$ cat config.mk
export PLATFORM = sky130hd
export DESIGN_NAME = tmds_symbol_decoder
export DESIGN_NICKNAME = d
export VERILOG_FILES = /design/src/rtl/tmds_symbol_decoder.sv
export SDC_FILE = /design/constraint.sdc
export NUM_CORES = 1
export LEC_CHECK = 0
export BUFFER_PORTS_ARGS = -buffer_cell sky130_fd_sc_hd__buf_4
export CAP_MARGIN = 10
export CORE_ASPECT_RATIO = 0.6
export CORE_UTILIZATION = 45
export DETAILED_ROUTE_END_ITERATION = 8
export GPL_ROUTABILITY_DRIVEN = 0
export PLACE_DENSITY_LB_ADDON = 0.1
export SYNTH_ARGS = -nofsm -noshare
export SYNTH_HDL_FRONTEND = slang
export SYNTH_SLANG_ARGS = --single-unit
$ cat constraint.sdc
create_clock -name clk_pix -period 2.1 [get_ports clk_pix]
set_clock_uncertainty 0.05 [all_clocks]
set_input_delay 0.21 -clock clk_pix [delete_from_list [all_inputs] [get_ports clk_pix]]
set_output_delay 0.21 -clock clk_pix [all_outputs]
set_load 0.03 [all_outputs]
$ cat src/rtl/tmds_symbol_decoder.sv
// TMDS receive-side symbol decoder for one channel: recovers word alignment by
// bitslipping until control-token runs appear, then decodes pixel/control symbols.
module tmds_symbol_decoder #(
  parameter int CTRL_RUN   = 8,
  parameter int SEARCH_LEN = 2048,
  parameter int SLIP_WAIT  = 16
) (
  input  logic       clk_pix,
  input  logic       rst_pix_n,
  input  logic [9:0] din,
  output logic       bitslip,
  output logic       locked,
  output logic       de,
  output logic [1:0] ctrl,
  output logic [7:0] dout
);

  localparam int RUN_W  = $clog2(CTRL_RUN + 1);
  localparam int WIN_W  = $clog2(SEARCH_LEN + 1);
  localparam int SLIP_W = $clog2(SLIP_WAIT + 1);

  localparam logic [RUN_W-1:0]  RUN_MAX   = RUN_W'(CTRL_RUN);
  localparam logic [RUN_W-1:0]  RUN_LAST  = RUN_W'(CTRL_RUN - 1);
  localparam logic [WIN_W-1:0]  WIN_LAST  = WIN_W'(SEARCH_LEN - 1);
  localparam logic [SLIP_W-1:0] SLIP_LAST = SLIP_W'(SLIP_WAIT - 1);

  typedef enum logic [1:0] {
    ST_SEARCH = 2'd0,
    ST_WAIT   = 2'd1,
    ST_LOCKED = 2'd2
  } state_t;

  // Returns {is_token, ctrl_value}.
  function automatic logic [2:0] token_decode(input logic [9:0] q);
    case (q)
      10'h354: return 3'b100;
      10'h0AB: return 3'b101;
      10'h154: return 3'b110;
      10'h2AB: return 3'b111;
      default: return 3'b000;
    endcase
  endfunction

  function automatic logic [7:0] data_decode(input logic [9:0] q);
    logic [7:0] dp;
    logic [7:0] d;
    dp   = q[9] ? ~q[7:0] : q[7:0];
    d[0] = dp[0];
    for (int i = 1; i < 8; i++) begin
      d[i] = q[8] ? (dp[i] ^ dp[i-1]) : ~(dp[i] ^ dp[i-1]);
    end
    return d;
  endfunction

  state_t              state_r, state_next_s;
  logic [RUN_W-1:0]    run_r, run_next_s;
  logic [WIN_W-1:0]    win_r, win_next_s;
  logic [SLIP_W-1:0]   slip_r, slip_next_s;
  logic                bitslip_r, locked_r;
  logic                de_r, de_next_s;
  logic [1:0]          ctrl_r, ctrl_next_s;
  logic [7:0]          dout_r, dout_next_s;
  logic [2:0]          tok_info_s;
  logic                tok_s;
  logic                run_hit_s;

  assign tok_info_s = token_decode(din);
  assign tok_s      = tok_info_s[2];
  // A run completes on the edge sampling the CTRL_RUN-th consecutive token.
  assign run_hit_s  = tok_s && (run_r >= RUN_LAST);

  // Next-state logic for the alignment FSM and its counters.
  always_comb begin
    state_next_s = state_r;
    run_next_s   = '0;
    win_next_s   = win_r;
    slip_next_s  = slip_r;

    if (state_r == ST_WAIT) begin
      run_next_s = '0;
    end else if (tok_s) begin
      run_next_s = (run_r == RUN_MAX) ? run_r : run_r + RUN_W'(1);
    end else begin
      run_next_s = '0;
    end

    case (state_r)
      ST_SEARCH: begin
        if (run_hit_s) begin
          state_next_s = ST_LOCKED;
          win_next_s   = '0;
        end else if (win_r == WIN_LAST) begin
          state_next_s = ST_WAIT;
          win_next_s   = '0;
          slip_next_s  = '0;
        end else begin
          win_next_s = win_r + WIN_W'(1);
        end
      end
      ST_WAIT: begin
        win_next_s = '0;
        if (slip_r == SLIP_LAST) begin
          state_next_s = ST_SEARCH;
          slip_next_s  = '0;
        end else begin
          slip_next_s = slip_r + SLIP_W'(1);
        end
      end
      ST_LOCKED: begin
        if (run_hit_s) begin
          win_next_s = '0;
        end else if (win_r == WIN_LAST) begin
          state_next_s = ST_SEARCH;
          win_next_s   = '0;
        end else begin
          win_next_s = win_r + WIN_W'(1);
        end
      end
      default: begin
        state_next_s = ST_SEARCH;
        run_next_s   = '0;
        win_next_s   = '0;
        slip_next_s  = '0;
      end
    endcase
  end

  // Alignment state, counters, bitslip pulse and lock flag.
  always_ff @(posedge clk_pix or negedge rst_pix_n) begin
    if (!rst_pix_n) begin
      state_r   <= ST_SEARCH;
      run_r     <= '0;
      win_r     <= '0;
      slip_r    <= '0;
      bitslip_r <= 1'b0;
      locked_r  <= 1'b0;
    end else begin
      state_r   <= state_next_s;
      run_r     <= run_next_s;
      win_r     <= win_next_s;
      slip_r    <= slip_next_s;
      bitslip_r <= (state_r == ST_SEARCH) && (state_next_s == ST_WAIT);
      locked_r  <= (state_next_s == ST_LOCKED);
    end
  end

  // Symbol decode, gated by the pre-edge lock state.
  always_comb begin
    de_next_s   = 1'b0;
    ctrl_next_s = 2'b00;
    dout_next_s = 8'h00;
    if (state_r == ST_LOCKED) begin
      if (tok_s) begin
        ctrl_next_s = tok_info_s[1:0];
      end else begin
        de_next_s   = 1'b1;
        ctrl_next_s = ctrl_r;
        dout_next_s = data_decode(din);
      end
    end else begin
      de_next_s   = 1'b0;
      ctrl_next_s = 2'b00;
      dout_next_s = 8'h00;
    end
  end

  // Registered pixel outputs.
  always_ff @(posedge clk_pix or negedge rst_pix_n) begin
    if (!rst_pix_n) begin
      de_r   <= 1'b0;
      ctrl_r <= 2'b00;
      dout_r <= 8'h00;
    end else begin
      de_r   <= de_next_s;
      ctrl_r <= ctrl_next_s;
      dout_r <= dout_next_s;
    end
  end

  assign bitslip = bitslip_r;
  assign locked  = locked_r;
  assign de      = de_r;
  assign ctrl    = ctrl_r;
  assign dout    = dout_r;

endmodule
==> key figures <==
Synthesis
  – Sequential-to-total area share from yosys stat: 51.8%
  – Post-synth top flop: dfrtp_1
  – Netlist cell types: 36
  – Compound-Gate Fraction of Synth Area: 6.54%
  – Syn_nets: 173
  – Post-synth EDFFs: 0
  – Async set or reset register ratio after synthesis: 100%
  – Mux cell area share after synthesis: 2.44%
  – #FFs+latches synth: 36
  – Syn Std Cell Area: 1740 um2
  – Syn Inst Count: 157
  – Synth warn: 0
  – Simple-Gate Fraction of Synth Area: 23.0%
  – Syn avg cell area: 11.1 um2
  – XOR/XNOR share of the synthesized area: 11.6%
  – Largest family of logic cells by synthesized area: simple AND/OR/NAND/NOR gates
  – Adder-Cell Fraction of Synth Area: 2.88%

STA
  – RSZ-0062 raised after global routing: no
  – Worst-Margin Slew: 0.457 ns
  – Final setup fails: 0
  – Fin crit period: 1.79 ns
  – Relative slew slack: 69.5%
  – Fin Setup TNS: 0 ns
  – Worst Hold Margin: 0.141 ns
  – Count of pins over their slew limit: 0
  – Max Clock Freq: 0.558 GHz
  – Endpoints failing hold: 0
  – Final Cycle Share: 85.3%

Power
  – Switching share of power: 20.4%
  – Pwr per Cell Area: 648 nW/um2
  – Cell leakage power: 1.02 nW
  – Flop pwr share: 51.0%
  – Combinational power share: 5.6%
  – Max rail drop VDD: 0.372 mV
  – Internal: 1.08 mW
  – Clock power share: 43.4%
  – Net Sw Power: 277 uW
  – Overall Power: 1.36 mW

Clock network
  – Num CTS Buffers: 5
  – Clock sink count: 36
  – Root Buffer: clkbuf_8
  – CTS tree: done
  – H-tree levels: 2
  – CTS clock-pin slew for the worst setup and hold paths: 0.07 ns
  – Clock Tree Buf Depth: 2
  – Post-CTS setup buffers: 0
  – Post-CTS Resized: 0
  – Clk Latency, worst-skew pair: 0.29 ns

Min path
  – Worst Hold Class: in -> reg
  – Min-delay src: din[9]
  – Hold Path Stages: 3
  – Hold Crit Endpoint: dout[0]

Worst setup path
  – Setup slack, reg-to-reg: 0.31 ns
  – Worst path max stage delay: 0.39 ns
  – Kind of critical path: reg -> reg
  – Critical path arrival: 1.91 ns
  – Critical-path cell list: ha_1 -> and4_4 -> and4b_4 -> a41oi_4 -> a211o_1
  – Reg2reg start: win_r[0]
  – Critical Path Sink Type: flip-flop
  – FF-to-FF path depth: 5
  – Worst-path maximum fanout: 5
  – Critical path buffers and inverters: 0
  – Data required, critical path: 2.22 ns
  – CP max-delay cell: dfrtp_1
  – Top delay family on crit path: simple AND/OR/NAND/NOR gates
  – Critical path startpoint category: flip-flop
  – Reg2Reg Capture Point: slip_r[3]

Floorplan
  – Die Span X: 82.3 um
  – Num rows: 17
  – Die Area: 4130 um2
  – Starting density of the core: 47.3%
  – Core Box Area: 3680 um2
  – # IOs: 25
  – Die Span Y: 50.2 um

Global routing
  – Pin count of the biggest net entering global routing: 37
  – Initial antenna violation count: 0
  – Gr ovfl total: 0
  – Total track usage: 19.0%
  – First-pass GRT wire length: 5.64 mm
  – Number of global-route vias before repair: 1271

Final layout
  – Post-route design area: 2100 um2
  – P&R area growth vs syn: 20.6%
  – N_diodes: 0
  – Most frequent cells in the layout: 36 x dfrtp_1, 26 x buf_4, 19 x nor2_1
  – Count of non-filler cells in the finished layout: 237
  – Nets: 205
  – Commonest non-fill, non-tap cell in the layout: dfrtp_1
  – Share of cells above drive strength 1: 22.6%

Drt
  – Router iterations before antenna repair: 4
  – Drt wl/cell: 13.4 um
  – DRT Wirelength: 3.19 mm
  – Post-route ant nets: 0
  – Vias post-DR: 1202
  – DRT iter0 DRCs: 31
  – # DRC: 0
  – DR vias/cell: 5.07

Placement
  – Number of buffers added on ports: 24
  – Area after DPL: 1980 um2
  – Final HPWL DP: 2.36 mm
  – Placed Cells: 228

Run status
  – Status: finished, final reports clean

Flow run
  – Max Cap Viol: 0
-- per-stage QoR --
step | utilization (%) | setup slack [ns]
after CTS | 57.1 | 0.309
after global placement | 53.9 | 0.377
after floorplan | - | 0.436
after detailed placement | 53.9 | 0.318
final | 57.1 | 0.308
after global routing | 57.1 | 0.213
-- sequential cells by signal (all words and copies together) (netlist names) --
| register | count |
|---|---|
| locked | 1 |
| dout | 8 |
| run_r | 4 |
| win_r | 12 |
| bitslip | 1 |
| ctrl | 2 |
| slip_r | 5 |
| de | 1 |
| state_r | 2 |
-- worst reg2reg max path: stages (launching register included) --
cell and delay (ns):
dfrtp_1 0.39, ha_1 0.22, and4_4 0.27, and4b_4 0.28, a41oi_4 0.16, a211o_1 0.31
-- power groups by stage --
stage / registers (mW) / logic [mW] / clock network (mW)
after floorplan: 0.707 / 0.0352 / 0
after global placement: 0.706 / 0.0753 / 0
after detailed placement: 0.706 / 0.0763 / 0
after CTS: 0.693 / 0.0779 / 0.615
after global routing: 0.693 / 0.0860 / 0.643
final: 0.693 / 0.0763 / 0.590
-- per-layer routing --
| metal | GRT usage [%] | share of wire, % | vias to the layer above |
|---|---|---|---|
| met5 | 0 | 0 | - |
| met4 | 8.19 | 0.66 | 0 |
| met3 | 6.91 | 5.8 | 4 |
| met2 | 28.7 | 44 | 26 |
| met1 | 24.6 | 50 | 566 |
| li1 | - | - | 606 |
-- cells in the mapped netlist, drive strengths merged (4+ instances only) --
cell   instances  area [um2]
dfrtp         36         901
nor2          19        71.3
xnor2         13         114
nand3         10        50.1
xor2          10        87.6
nor3           7        35.0
nand2          6        22.5
inv            5        18.8
nand4          5        37.5
ha             4        50.1
-- cells by family (layout without fill, tap and decap cells) --
kind of cell    after synthesis  in the layout
flops                        36             36
xor+xnor                     23             23
mux                           4              4
compound gates               14             14
fa+ha+maj                     4              4
buf+inv                       7             40
simple gates                 69             69
-- worst max path at each step --
stage                     startpoint         to  slack, ns  cells after the start
after CTS                   win_r[0]  slip_r[3]       0.31                      5
final                       win_r[0]  slip_r[3]       0.31                      5
after detailed placement    win_r[0]  slip_r[3]       0.32                      5
after floorplan             win_r[0]  slip_r[3]       0.44                      5
after global placement      win_r[0]  slip_r[3]       0.38                      5
after global routing        win_r[0]  slip_r[3]       0.21                      5
-- what timing repair did --
action | CTS | global route
hold buffers | 1 | 0
endpoints found under the setup margin | 0 | 0
hold endpoints to repair | 36 | 0
-- layout make-up --
type                       instances  area (um2)
fill                             328        1580
sequential                        36         901
multi-input combinational        114         808
timing repair buffer              27         205
clock buffer                       6        72.6
tap                               47        58.8
clock inverter                     2        35.0
inverter                           5        18.8
Note: power is estimated with default switching activity, not from simulation.
